===== config.mk =====
export PLATFORM = sky130hd
export DESIGN_NAME = freq_meter
export DESIGN_NICKNAME = d
export VERILOG_FILES = /design/src/rtl/freq_meter.sv
export SDC_FILE = /design/constraint.sdc
export NUM_CORES = 1
export LEC_CHECK = 0
export BUFFER_PORTS_ARGS = -buffer_cell sky130_fd_sc_hd__buf_2
export CAP_MARGIN = 40
export CELL_PAD_IN_SITES_DETAIL_PLACEMENT = 1
export CELL_PAD_IN_SITES_GLOBAL_PLACEMENT = 1
export CORE_ASPECT_RATIO = 0.9
export CORE_MARGIN = 3
export CORE_UTILIZATION = 45
export CTS_CLUSTER_DIAMETER = 60
export DETAILED_ROUTE_END_ITERATION = 10
export GPL_ROUTABILITY_DRIVEN = 0
export PLACE_DENSITY = 0.79
export REMOVE_ABC_BUFFERS = 1
export SYNTH_ARGS = -nofsm -noshare
export SYNTH_HDL_FRONTEND = slang
export SYNTH_SLANG_ARGS = --single-unit
export TNS_END_PERCENT = 30

===== constraint.sdc =====
create_clock -name clk -period 2.65 [get_ports clk]
set_clock_uncertainty 0.2 [all_clocks]
set_input_delay 0.265 -clock clk [delete_from_list [all_inputs] [get_ports clk]]
set_output_delay 0.265 -clock clk [all_outputs]
set_load 0.005 [all_outputs]

===== src/rtl/freq_meter.sv =====
// Rising-edge frequency meter: counts synchronized sig_in rises over a gate
// window of GATE clk cycles and publishes one saturating result per window.
module freq_meter #(
  parameter int unsigned GATE = 25000000,
  parameter int unsigned NG   = 25,
  parameter int unsigned CW   = 8
) (
  input  logic          clk,
  input  logic          reset_n,
  input  logic          en,
  input  logic          sig_in,
  output logic [CW-1:0] freq,
  output logic          valid,
  output logic          ovf,
  output logic          busy
);

  localparam logic [NG-1:0] GATE_LAST = NG'(GATE - 1);
  localparam logic [CW-1:0] CNT_MAX   = '1;

  typedef enum logic {IDLE, RUN} state_t;

  state_t        state, state_d;
  logic          s1, s2, s3;
  logic          rise_c;
  logic [NG-1:0] gate_cnt, gate_d;
  logic [CW-1:0] edge_cnt, edge_d, cnt_inc;
  logic          sat, sat_d, sat_inc;
  logic [CW-1:0] freq_d;
  logic          ovf_d, valid_d;

  // Two-flop synchronizer plus one delay stage for rise detection
  always_ff @(posedge clk or negedge reset_n) begin
    if (!reset_n) begin
      s1 <= 1'b0;
      s2 <= 1'b0;
      s3 <= 1'b0;
    end else begin
      s1 <= sig_in;
      s2 <= s1;
      s3 <= s2;
    end
  end

  assign rise_c = s2 & ~s3;

  // Saturating edge count including this cycle's rise
  always_comb begin
    cnt_inc = edge_cnt;
    sat_inc = sat;
    if (rise_c) begin
      if (edge_cnt == CNT_MAX) sat_inc = 1'b1;
      else                     cnt_inc = edge_cnt + CW'(1);
    end
  end

  // Next-state and datapath update
  always_comb begin
    state_d = state;
    gate_d  = gate_cnt;
    edge_d  = edge_cnt;
    sat_d   = sat;
    freq_d  = freq;
    ovf_d   = ovf;
    valid_d = 1'b0;
    case (state)
      IDLE: begin
        gate_d = '0;
        edge_d = '0;
        sat_d  = 1'b0;
        if (en) state_d = RUN;
      end
      RUN: begin
        if (!en) begin
          // Abort wins even on the last window cycle
          state_d = IDLE;
          gate_d  = '0;
          edge_d  = '0;
          sat_d   = 1'b0;
        end else if (gate_cnt == GATE_LAST) begin
          freq_d  = cnt_inc;
          ovf_d   = sat_inc;
          valid_d = 1'b1;
          gate_d  = '0;
          edge_d  = '0;
          sat_d   = 1'b0;
        end else begin
          gate_d = gate_cnt + NG'(1);
          edge_d = cnt_inc;
          sat_d  = sat_inc;
        end
      end
      default: state_d = IDLE;
    endcase
  end

  always_ff @(posedge clk or negedge reset_n) begin
    if (!reset_n) begin
      state    <= IDLE;
      gate_cnt <= '0;
      edge_cnt <= '0;
      sat      <= 1'b0;
      freq     <= '0;
      ovf      <= 1'b0;
      valid    <= 1'b0;
      busy     <= 1'b0;
    end else begin
      state    <= state_d;
      gate_cnt <= gate_d;
      edge_cnt <= edge_d;
      sat      <= sat_d;
      freq     <= freq_d;
      ovf      <= ovf_d;
      valid    <= valid_d;
      busy     <= (state_d == RUN);
    end
  end

endmodule

* Word level (Yosys, flattened, before mapping)
Cells that the tools add are included.
Storage, ports and cells: register bits after elaboration 48, latch bits 0, bits in writable memories 0, memory bits (read-only) 0, input port bits 4, output and inout port bits 11, logic and storage cells 35, memories kept 0
Cells by class: add/sub/neg operators 2, $mul 0, div/mod/pow operators 0, order comparisons 0, equal/unequal tests 2, shift-type cells 0, muxes and demuxes 17, bitwise gates (word level) 3, reductions and logical operators 1
Operators with widths (number):
- 25-bit two-way mux | 2
- 25-bit one-hot mux with 2 select lines | 1
- 8-bit two-way mux | 4
- 25-bit by 1-bit adder with 25-bit output (second input constant) | 1
- 25-bit equality test (second input constant) | 1
- 8-bit one-hot mux with 2 select lines | 1
- 8-bit by 1-bit adder with 8-bit output (second input constant) | 1
- 8-bit equality test (second input constant) | 1
- 1-bit two-way mux | 8
- 3-bit AND reduction | 1
- 1-bit inverter | 2
- 1-bit one-hot mux with 2 select lines | 1
- 1-bit bitwise AND | 1

* Longest topological paths before layout
depth in word-level cells 6, depth in mapped cells 6, mapped depth without buffers 5

* Worst setup path before layout
No wires, ideal clock.
kind register to register, start point register gate_cnt[6], end point register freq[2], library setup time 0.125 ns, data arrival time 2.043 ns, required time 2.325 ns, path slack 0.282 ns, cell stages (with the launch flop) 6, buffers on the path 1, clock period less this slack 2.368 ns, cells stage by stage dfrtp_1 > or4b_1 > or4b_4 > nor3_2 > buf_6 > mux2_4
On the way: longest elaborated chain between the ends 2
RTL lines:
- from (decl) | RTL line 26 | logic [NG-1:0] gate_cnt, gate_d;
- from (signal assigned) | RTL line 109 | gate_cnt <= gate_d;
- 25-bit equality test | RTL line 80 | end else if (gate_cnt == GATE_LAST) begin
- 3-bit AND reduction (no line)
- to (signal assigned) | RTL line 112 | freq <= freq_d;
- to (decl) | RTL line 12 | output logic [CW-1:0] freq,
Every way passes these cells. A chain may end at the register's enable or synchronous reset.

* Worst setup path after layout
Same ends and word-level chain as after synthesis.

==> impl_metrics.yaml <==
floorplanning:
  start_util_pct: 47.4
  die_w_um: 81.9
  die_h_um: 74.3
  core_area_sq_mm: 0.00492
  die_area_sq_mm: 0.00609
  ios: 15
  core.rowCount: 24
timing:
  setup_viol: 0
  grt_setup_unrepaired: "no"
  hold_viol: 0
  min_period_ns: 2.49
  fmax_mhz: 401
  fin_setup_tns_ns: 0
  slew_headroom_pct: 69.5
  tightest_slew_ns: 0.453
  drv_slew: 0
  fin_crit_sh_pct: 94.0
  hold_ws_ns: 0.166
layout:
  nFillCells: 592
  n_antenna_cell: 0
  drive_above_1_share_pct: 12.8
  synthToLayoutAreaGrowth_pct: 12.5
  finalNetCount: 255
clocking:
  clkTransAtPathRegs_ns: 0.09
  numCtsBuffers: 5
  clkLatencyLatePin_ns: 0.29
  cts_root_buf: "clkbuf_8"
  cts_buffer_depth: 2
  cts_tree: "built"
  post_cts_buffers: 0
  cts_max_level: 2
  cts.sinks: 48
worst_setup_path:
  path_max_fanout: 10
  reg2reg_slack_ns: 0.16
  r2r_end: "freq[2]"
  start_kind: "register"
  reg2reg_from: "gate_cnt[6]"
  rr_worst_depth: 5
  cp.arrival_ns: 2.48
  end_kind: "register"
  cp.required_ns: 2.64
  worstSetupPathType: "register to register"
routing:
  initialDrtViolationCount: 64
  vias_per_cell: 5.59
  ant_nets: 0
  vias: 1760
  drc: 0
  first_pass_iters: 4
  routed_wl_um: 4900
  wire_per_inst_um: 15.5
worst_hold_path:
  holdPathEnd: "s2"
  holdPathStages: 0
  hold_class: "register to register"
  hold_start: "s1"
placement:
  port_buffers: 14
  hpwl_um: 3590
power_and_ir_drop:
  leakage_nw: 1.07
  powerDensity_mw_per_mm2: 515
  max-vdd-ir-drop_uv: 246
synth:
  yosysUniqueCellTypes: 36
  synth_seq_cells: 48
  avgSynthCellArea_sq_um: 10.2
  synth.cell_area_sq_mm: 0.00233
  synthTopCellsByArea: "dfrtp_1, mux2i_1, nor2_1"
  synth_top_area_cell: "dfrtp_1"
  synth_top_area_share_pct: 51.5
  ys_warn_count: 0
  syn_inst: 228
  synth_edf_count: 0
  async_reset_ff_share_pct: 100
  synth_ff_type: "dfrtp_1"
  ys_seq_area_share_pct: 51.5
global_route:
  grt_max_degree: 31
  grt_pass1_vias: 1754
  gr-usage-all-layers_pct: 18.2
  grt_pass1_wl_um: 8560
  overflow: 0
  antenna_found_initial: 0
status:
  status: "completed"
run:
  maxCapViolations: 0
[how the worst max path moves through the flow]
| stage | from | end | slack (ns) | cells past startpoint |
|---|---|---|---|---|
| after floorplan | gate_cnt[6] | freq[2] | -0.05 | 4 |
| after detailed placement | gate_cnt[6] | freq[2] | 0.16 | 5 |
| final | gate_cnt[6] | freq[2] | 0.16 | 5 |
| after global routing | gate_cnt[6] | freq[2] | 0.09 | 5 |
| after global placement | gate_cnt[6] | freq[2] | 0.19 | 5 |
| after CTS | gate_cnt[6] | freq[3] | 0.15 | 5 |
[placed cells by master, fill, tap and decap left out, drive strengths merged, types with 5 or more instances in the layout]
master	count
xnor2	9
dfrtp	48
o21ai	6
buf	18
nand4	12
nand3	8
nand2	18
mux2i	12
clkbuf	7
nor2	25
inv	13
or4	7
a21oi	14
xor2	5
o31ai	6
or3	5
[kinds of logic after synthesis]
| logic type | synth area share [%] |
|---|---|
| xor+xnor | 5.25 |
| flops | 51.5 |
| mux | 6.43 |
| simple gates | 23.9 |
| fa+ha+maj | 1.07 |
| compound gates | 7.29 |
| buf+inv | 4.56 |
[through the flow]
| stage | util, % | setup slack [ns] | cell area [sq um] | total power [mW] | std cells |
|---|---|---|---|---|---|
| after floorplan | - | -0.0549 | 2280 | 0.768 | 221 |
| after global placement | 50.2 | 0.188 | 2470 | 0.794 | 304 |
| after detailed placement | 50.2 | 0.164 | 2470 | 0.795 | 304 |
| after CTS | 53.3 | 0.150 | 2630 | 1.37 | 315 |
| after global routing | 53.3 | 0.0933 | 2630 | 1.41 | 315 |
| final | 53.3 | 0.158 | 2630 | 1.35 | 315 |
[state kept, by name, indices dropped and copies added, names as in the netlist]
| name | flops |
|---|---|
| s2 | 1 |
| valid | 1 |
| gate_cnt | 25 |
| sat | 1 |
| ovf | 1 |
| state | 1 |
| s3 | 1 |
| edge_cnt | 8 |
| freq | 8 |
| s1 | 1 |
[timing repair]
item	CTS	global route
hold buffers	3	0
resized for setup	0	0
hold endpoints to repair	20	0
[Yosys cell counts, types with 4 or more instances]
cell type,number
xor2_1,5
nor2_1,25
nor4_1,4
nand3_1,8
nand2_1,18
a21oi_1,14
dfrtp_1,48
o21ai_0,6
nand4_1,12
or4_1,7
buf_6,4
mux2i_1,12
or3_1,5
inv_1,13
o31ai_1,6
xnor2_1,9
[power breakdown]
part | switching, mW | internal (mW)
clock network | 0.236 | 0.333
registers | 0.00390 | 0.737
logic | 0.0290 | 0.0122
[per-layer routing]
metal  wire length [um]  vias up  global-route usage (%)  share of wire (%)
met1               2470      886                    26.3                 51
li1                   -      850                       -                  -
met3                139        4                    3.27                2.8
met4                 57        0                    5.17                1.2
met2               2230       20                    28.2                 45
met5                  0        -                       0                  0
[cell type report]
cell class / count / area, sq um / share of cell area, %
tap: 65 / 81.3 / 3.10
timing repair buffer: 21 / 143 / 5.43
clock buffer: 7 / 96.3 / 3.67
inverter: 13 / 48.8 / 1.86
sequential: 48 / 1200 / 45.7
clock inverter: 1 / 30.0 / 1.14
multi-input combinational: 160 / 1030 / 39.1
[worst max-delay path: stages, from the launching register on]
cell and delay [ns]:
dfrtp_1 0.45, or4b_1 0.51, or4b_4 0.51, nor3_2 0.23, buf_12 0.18, mux2_4 0.30
(Power assumes the default switching activity.)
